**src/rtl/axi8_pkg.sv**
```systemverilog
// Shared constants for the AXI-lite style 8-bit register block:
// ui_in/uo_out bit positions, register addresses, FSM state encodings
// and the REG0 -> REG1 transform F.
// Optional feature macro: AXI8_PROC_XFORM_EN (F = REG0 + 1 instead of identity).
package axi8_pkg;

    // ui_in bit positions
    localparam int unsigned UI_AWVALID = 0;
    localparam int unsigned UI_ARVALID = 1;
    localparam int unsigned UI_WVALID  = 2;
    localparam int unsigned UI_RREADY  = 3;
    localparam int unsigned UI_BREADY  = 4;
    localparam int unsigned UI_ADDR    = 5;
    localparam int unsigned UI_WSTRB   = 6;

    // uo_out bit positions
    localparam int unsigned UO_AWREADY = 0;
    localparam int unsigned UO_WREADY  = 1;
    localparam int unsigned UO_BVALID  = 2;
    localparam int unsigned UO_ARREADY = 3;
    localparam int unsigned UO_RVALID  = 4;

    // Register addresses
    localparam logic ADDR_REG0 = 1'b0;
    localparam logic ADDR_REG1 = 1'b1;

    // Write FSM encodings
    localparam logic [1:0] W_IDLE = 2'd0;
    localparam logic [1:0] W_DATA = 2'd1;
    localparam logic [1:0] W_RESP = 2'd2;

    // Read FSM encodings
    localparam logic R_IDLE = 1'b0;
    localparam logic R_DATA = 1'b1;

    // Transform applied to REG0 to produce REG1
    function automatic logic [7:0] xform(input logic [7:0] d);
`ifdef AXI8_PROC_XFORM_EN
        return d + 8'd1;
`else
        return d;
`endif
    endfunction

endpackage

```
**src/rtl/axi8_regfile.sv**
```systemverilog
// Register file: REG0 (writable input register) and REG1 (read-only result,
// reloaded every clock with F(REG0)).
// F depends on macro AXI8_PROC_XFORM_EN (see axi8_pkg::xform).
module axi8_regfile
    import axi8_pkg::*;
(
    input  logic       clk,
    input  logic       rst_n,
    input  logic       wr_en,
    input  logic [7:0] wr_data,
    output logic [7:0] reg0,
    output logic [7:0] reg1
);

    // REG0 updates on a committed write; REG1 tracks F(REG0) one cycle behind
    always_ff @(posedge clk or negedge rst_n) begin
        if (!rst_n) begin
            reg0 <= '0;
            reg1 <= '0;
        end else begin
            if (wr_en) begin
                reg0 <= wr_data;
            end
            reg1 <= xform(reg0);
        end
    end

endmodule

```
**src/rtl/tt_um_axi8_lite_proc.sv**
```systemverilog
// Top level: independent AXI-lite style write and read handshake FSMs in
// front of a two-register file (REG0 r/w at address 0, REG1 r/o at address 1).
// Optional feature macro: AXI8_PROC_XFORM_EN (REG1 = REG0 + 1).
module tt_um_axi8_lite_proc (
    input  logic       clk,
    input  logic       rst_n,
    input  logic       ena,
    input  logic [7:0] ui_in,
    input  logic [7:0] uio_in,
    output logic [7:0] uo_out,
    output logic [7:0] uio_out,
    output logic [7:0] uio_oe
);
    import axi8_pkg::*;

    logic [1:0] w_state;
    logic       aw_addr;
    logic       r_state;
    logic       ar_addr;
    logic [7:0] rdata;
    logic [7:0] reg0;
    logic [7:0] reg1;
    logic       wr_en;
    logic       rvalid;
    logic       unused_sink;

    // Enable and ui_in[7] carry no function; the read address is only needed
    // at capture time, the latched copy is kept for observability.
    assign unused_sink = &{1'b0, ena, ui_in[7], ar_addr};

    assign wr_en = (w_state == W_DATA) && ui_in[UI_WVALID] &&
                   ui_in[UI_WSTRB] && (aw_addr == ADDR_REG0);

    axi8_regfile u_regfile (
        .clk     (clk),
        .rst_n   (rst_n),
        .wr_en   (wr_en),
        .wr_data (uio_in),
        .reg0    (reg0),
        .reg1    (reg1)
    );

    // Write channel: address, data, then response handshake
    always_ff @(posedge clk or negedge rst_n) begin
        if (!rst_n) begin
            w_state <= W_IDLE;
            aw_addr <= '0;
        end else begin
            case (w_state)
                W_IDLE: if (ui_in[UI_AWVALID]) begin
                    w_state <= W_DATA;
                    aw_addr <= ui_in[UI_ADDR];
                end
                W_DATA: if (ui_in[UI_WVALID]) w_state <= W_RESP;
                W_RESP: if (ui_in[UI_BREADY]) w_state <= W_IDLE;
                default: w_state <= W_IDLE;
            endcase
        end
    end

    // Read channel: capture the addressed register on acceptance, hold until RREADY
    always_ff @(posedge clk or negedge rst_n) begin
        if (!rst_n) begin
            r_state <= R_IDLE;
            ar_addr <= '0;
            rdata   <= '0;
        end else begin
            case (r_state)
                R_IDLE: if (ui_in[UI_ARVALID]) begin
                    r_state <= R_DATA;
                    ar_addr <= ui_in[UI_ADDR];
                    rdata   <= (ui_in[UI_ADDR] == ADDR_REG1) ? reg1 : reg0;
                end
                R_DATA: if (ui_in[UI_RREADY]) r_state <= R_IDLE;
                default: r_state <= R_IDLE;
            endcase
        end
    end

    // Handshake outputs decode from state only; bus driven only while RVALID
    always_comb begin
        rvalid              = (r_state == R_DATA);
        uo_out              = '0;
        uo_out[UO_AWREADY]  = (w_state == W_IDLE);
        uo_out[UO_WREADY]   = (w_state == W_DATA);
        uo_out[UO_BVALID]   = (w_state == W_RESP);
        uo_out[UO_ARREADY]  = (r_state == R_IDLE);
        uo_out[UO_RVALID]   = rvalid;
        uio_out             = rvalid ? rdata : '0;
        uio_oe              = rvalid ? '1 : '0;
    end

endmodule

```
**config.mk**
```make
export PLATFORM = sky130hd
export DESIGN_NAME = tt_um_axi8_lite_proc
export DESIGN_NICKNAME = d
export VERILOG_FILES = /design/src/rtl/axi8_pkg.sv /design/src/rtl/axi8_regfile.sv /design/src/rtl/tt_um_axi8_lite_proc.sv
export SDC_FILE = /design/constraint.sdc
export NUM_CORES = 1
export LEC_CHECK = 0
export ABC_AREA = 0
export CORE_MARGIN = 2
export CORE_UTILIZATION = 43
export CTS_CLUSTER_DIAMETER = 120
export CTS_CLUSTER_SIZE = 30
export DETAILED_ROUTE_END_ITERATION = 12
export GPL_TIMING_DRIVEN = 0
export PLACE_DENSITY = 0.84
export SYNTH_ARGS = -nofsm -noshare
export SYNTH_HDL_FRONTEND = slang
export SYNTH_SLANG_ARGS = --single-unit
```
**constraint.sdc**
```tcl
create_clock -name clk -period 1.6 [get_ports clk]
set_input_delay 0.24 -clock clk [delete_from_list [all_inputs] [get_ports clk]]
set_output_delay 0.24 -clock clk [all_outputs]
set_load 0.02 [all_outputs]
```
== After elaboration in Yosys (flattened, before gate mapping) ==
Index checks and enable logic that the tools add are counted.
Word-level totals
  output and inout port bits: 24
  input port bits: 19
  register bits: 28
  word-level logic and storage cells: 30
Cells by class
  muxes and demuxes: 10
  bitwise logic cells: 2
  equal/unequal tests: 5
  reductions and logical operators: 7
Operators by type and width (count)
  $mux 8: 3
  $mux 2: 3
  $ne 2x2->1 const B: 3
  $pmux 2 s3: 1
  $reduce_and 2->1: 2
  $logic_and 1x1->1: 3
  $reduce_and 3->1: 1
  $eq 2x1->1 const B: 1
  $eq 2x2->1 const B: 1
  $logic_not 2->1: 1
  $mux 1: 2
  $not 1->1: 2
  $pmux 1 s2: 1

== Depth between registers and ports, before layout ==
  depth after elaboration: 4
  depth in mapped cells: 4
  gate-level depth less buffers: 3

== Hierarchy ==
From an unflattened synthesis, not the netlist that was laid out.
Unflattened totals
  cell total of the unflattened synthesis: 90
  area total of the unflattened synthesis: 1327.5 um^2
Modules (own cells, without submodules)
  tt_um_axi8_lite_proc: times used 1, seq. area each 300.3 um^2, cells an instance 65, area an instance 795.8 um^2
  axi8_regfile: times used 1, seq. area each 400.4 um^2, cells an instance 25, area an instance 531.8 um^2

== Worst setup path after synthesis ==
OpenSTA, ideal clock, no wires.
  path kind: flip-flop to flip-flop
  from: reg w_state[1]
  to: reg u_regfile.reg0[0]
  period minus slack after synthesis: 1382 ps
  data arrival time: 1257 ps
  setup time: 125 ps
  path slack: 218 ps
  path buffers: 0
  data required time: 1475 ps
  stages on the path, launching flop included: 4
  path through: dfrtp_1 nand3b_4 nor3b_4 mux2_2
Between the ends
  cells in the longest elaborated chain, start to end: 4
RTL lines
  from (decl): line tt_um_axi8_lite_proc.sv:16  | logic [1:0] w_state;
  from (signal assigned): line tt_um_axi8_lite_proc.sv:46  | w_state <= W_IDLE;
  from (signal assigned): line tt_um_axi8_lite_proc.sv:51  | w_state <= W_DATA;
  from (signal assigned): line tt_um_axi8_lite_proc.sv:54  | W_DATA: if (ui_in[UI_WVALID]) w_state <= W_RESP;
  $eq 2x1->1: line tt_um_axi8_lite_proc.sv:31  | assign wr_en = (w_state == W_DATA) && ui_in[UI_WVALID] &&
  $logic_and 1x1->1 (2 in a row): line tt_um_axi8_lite_proc.sv:31
  $logic_and 1x1->1: line tt_um_axi8_lite_proc.sv:32  | ui_in[UI_WSTRB] && (aw_addr == ADDR_REG0);
  to (signal assigned): line axi8_regfile.sv:22  | reg0 <= wr_data;
  to (decl): line axi8_regfile.sv:11  | output logic [7:0] reg0,
Every way passes these cells.
A chain may end at the register's enable or synchronous reset.

== Worst setup path in the final report ==
  from: reg r_state
  to: out uio_out[0]
Between the ends
  cells in the longest elaborated chain, start to end: 1
RTL lines
  from (decl): line tt_um_axi8_lite_proc.sv:18  | logic r_state;
  from (signal assigned): line tt_um_axi8_lite_proc.sv:64  | r_state <= R_IDLE;
  from (signal assigned): line tt_um_axi8_lite_proc.sv:70  | r_state <= R_DATA;
  from (signal assigned): line tt_um_axi8_lite_proc.sv:74  | R_DATA: if (ui_in[UI_RREADY]) r_state <= R_IDLE;
  $mux 8: line tt_um_axi8_lite_proc.sv:89  | uio_out = rvalid ? rdata : '0;
  to (decl): line tt_um_axi8_lite_proc.sv:11  | output logic [7:0] uio_out,
Every way passes these cells.

==> flow_metrics.env <==
export IMPL_maxCapViolCount=0
export IMPL_syn_avg_cell_area_sq_um=12.28
export IMPL_syn_instance_count=98
export IMPL_cts_tree="done"
export IMPL_grt_use_total_pct=14.84
export IMPL_ys_flop_type="dfrtp_1"
export IMPL_powerDensity_nw_per_um2=1428
export IMPL_area_growth_syn_to_layout_pct=32.43
export IMPL_crit_fanout=4
export IMPL_wire_per_inst_microns=13.04
export IMPL_path_clk_slew_ns=0.13
export IMPL_numCtsBuffers=3
export IMPL_peakVddDrop_uv=1082
export IMPL_htree_num_levels=1
export IMPL_pre_cts_slack_ns=-0.2220
export IMPL_synth_top_area_cell="dfrtp_1"
export IMPL_worst_setup_path_end_kind="primary output"
export IMPL_gr_total_overflow=0
export IMPL_grt_max_degree=29
export IMPL_placed_cells=167
export IMPL_drive_gt1_share_pct=35.42
export IMPL_maxSlewViolCount=0
export IMPL_dr_first_iter_drc_count=11
export IMPL_setup_viol=0
export IMPL_clockBufferDepth=2
export IMPL_ant_nets=0
export IMPL_min_period_over_period_pct=96.38
export IMPL_grt_pass1_wl_microns=3719
export IMPL_viasPerCell=4.691
export IMPL_rsz0062_at_grt="no"
export IMPL_antenna_found_initial=0
export IMPL_synth_edff_count=0
export IMPL_timing_fmax_mhz=648.5
export IMPL_die_h_microns=56.91
export IMPL_synth_most_common_cell="dfrtp_1"
export IMPL_status="complete, no violations"
export IMPL_fin_skew_ns=0.007748
export IMPL_io_buffers=36
export IMPL_hold_path_class="flip-flop to flip-flop"
export IMPL_cts_root_buffer="clkbuf_4"
export IMPL_fin_crit_ns=1.542
export IMPL_crit_start="r_state"
export IMPL_seq_area_frac_synth_pct=58.21
export IMPL_route_vias_total=821
export IMPL_totalWireLength_microns=2282
export IMPL_nets=165
export IMPL_synth_area_top_cells="dfrtp_1 (58%), mux2_2 (8.4%), mux2i_1 (7.5%), buf_4 (7.5%), and2_1 (4.2%)"
export IMPL_antennaDiodeCount=0
export IMPL_io_pins=43
export IMPL_startpoint_type="flip-flop"
export IMPL_synth_warnings=0
export IMPL_worst_slew_pin_slew_ns=0.6376
export IMPL_die_area_sq_um=3238
export IMPL_ys_seq_elements=28
export IMPL_path_class="flip-flop to primary output"
export IMPL_core_rowCount=19
export IMPL_drc=0
export IMPL_dp_hpwl_microns=1726
export IMPL_worst_slack_ns=0.05799
export IMPL_synth_cell_types=15
export IMPL_power_leakage_uw=0.0008062
export IMPL_floorplan_initialDensity_pct=44.41
export IMPL_hold_start="u_regfile.reg0[7]"
export IMPL_crit_required_ns=1.36
export IMPL_die_w_microns=56.91
export IMPL_fillCellCount=242
export IMPL_synth_top_cells_by_count="dfrtp_1 (28), buf_4 (12), o21ai_0 (10)"
export IMPL_async_reset_ff_share_pct=100.0
export IMPL_final_instance_count_excl_fill=175
export IMPL_grt_pass1_vias=865
export IMPL_cts_sinks=28
export IMPL_yosysTopAreaCellShare_pct=58.21
export IMPL_coreArea_sq_um=2710
export IMPL_place_congestion=0.7178
export IMPL_synth_area_sq_um=1204
export IMPL_first_pass_iters=2
export IMPL_hold_violations=0
export IMPL_crit_arrival_ns=1.30
export IMPL_r2r_start="w_state[1]"
export IMPL_relSlewSlack_pct=57.49
export IMPL_clkLatencyLatePin_ns=0.31
## flip-flops by register name (all words and copies together) (netlist names)
register and flops:
aw_addr 1, rdata 8, u_regfile.reg0 8, w_state 2, r_state 1, u_regfile.reg1 8
## layer usage
layer | part of all wire, % | vias to the layer above | wire length, microns | track usage [%]
met3 | 6.4 | 2 | 146 | 2.995
met2 | 54 | 31 | 1239 | 28.08
li1 | - | 400 | - | -
met5 | 0 | - | 0 | 0
met1 | 39 | 388 | 887 | 16.31
met4 | 0.35 | 0 | 8 | 4.983
## critical path, cell delays in order, from the launching register on
cell and delay, ns:
dfrtp_2 0.43, buf_4 0.14, and2_1 0.13, clkdlybuf4s15_1 0.28
## stage by stage
step / util [%] / hold WS (ns) / setup TNS (ns) / area (sq um) / power, uW
floorplan: - / -0.05559 / 0 / 1211 / 1712
global placement: 59.42 / 0.3819 / -2.374 / 1610 / 2040
detailed placement: 59.42 / 0.3927 / -4.722 / 1610 / 2118
CTS: 60.43 / 0.4220 / 0 / 1638 / 2320
global route: 58.82 / 0.4515 / 0 / 1594 / 2446
finish: 58.82 / 0.4220 / 0 / 1594 / 2276
## cell type report
type / count / area (sq um) / area share (%)
inverter: 3 / 11.26 / 0.7064
sequential: 28 / 703.2 / 44.11
tap: 31 / 38.79 / 2.433
clock buffer: 3 / 22.52 / 1.413
buffer: 14 / 98.84 / 6.201
multi-input combinational: 55 / 401.6 / 25.20
timing repair buffer: 41 / 317.8 / 19.94
## where the power goes
| group | internal (uW) | switching, uW |
|---|---|---|
| clock network | 88.1 | 179 |
| registers | 1030 | 188 |
| logic | 398 | 393 |
## cell usage in the layout (no fill, tap or decap), types with 2 or more instances in the layout
cell type and count:
and2_1 8, mux2i_1 9, nand2b_1 2, clkdlybuf4s50_1 14, clkbuf_2 18, conb_1 3, clkbuf_4 3, inv_1 3
o21ai_0 10, dfrtp_2 2, buf_4 14, dlygate4sd2_1 2, dfrtp_1 26, clkdlybuf4s15_1 2, buf_2 2, nor2_1 2
mux2_2 9, nand2_1 9
## cell families (layout without fill, tap and decap cells)
| logic type | count (synthesis) | in the layout | share of synthesized area, % |
|---|---|---|---|
| AO/OA/AOI/OAI | 10 | 10 | 4.158 |
| buffers and inverters | 17 | 61 | 9.044 |
| flip-flops | 28 | 28 | 58.21 |
| multiplexers | 18 | 18 | 15.90 |
| other | 1 | 3 | 0.3116 |
| AND/OR/NAND/NOR | 24 | 24 | 12.37 |
## repair_timing
| item | CTS | global route |
|---|---|---|
| endpoints found under the setup margin | 25 | 34 |
| endpoints found under the hold margin | 0 | 28 |
| setup buffers | 3 | 1 |
| pin swaps | 0 | 1 |
| hold buffers | 0 | 1 |
| gates resized for setup | 30 | 31 |
## path summary, 6_finish.rpt
check | endpoint | slack, ns | cells past startpoint
setup / recovery | uio_out[0] | 0.06 | 3
hold / removal | u_regfile.reg1[7] | 0.42 | 0
setup reg to reg | u_regfile.reg0[6] | 0.15 | 4
hold reg to reg | u_regfile.reg1[7] | 0.42 | 0
max in group asynchronous | w_state[0] | 0.74 | 2
min in group asynchronous | u_regfile.reg0[0] | 0.43 | 2
(Power assumes the default switching activity.)
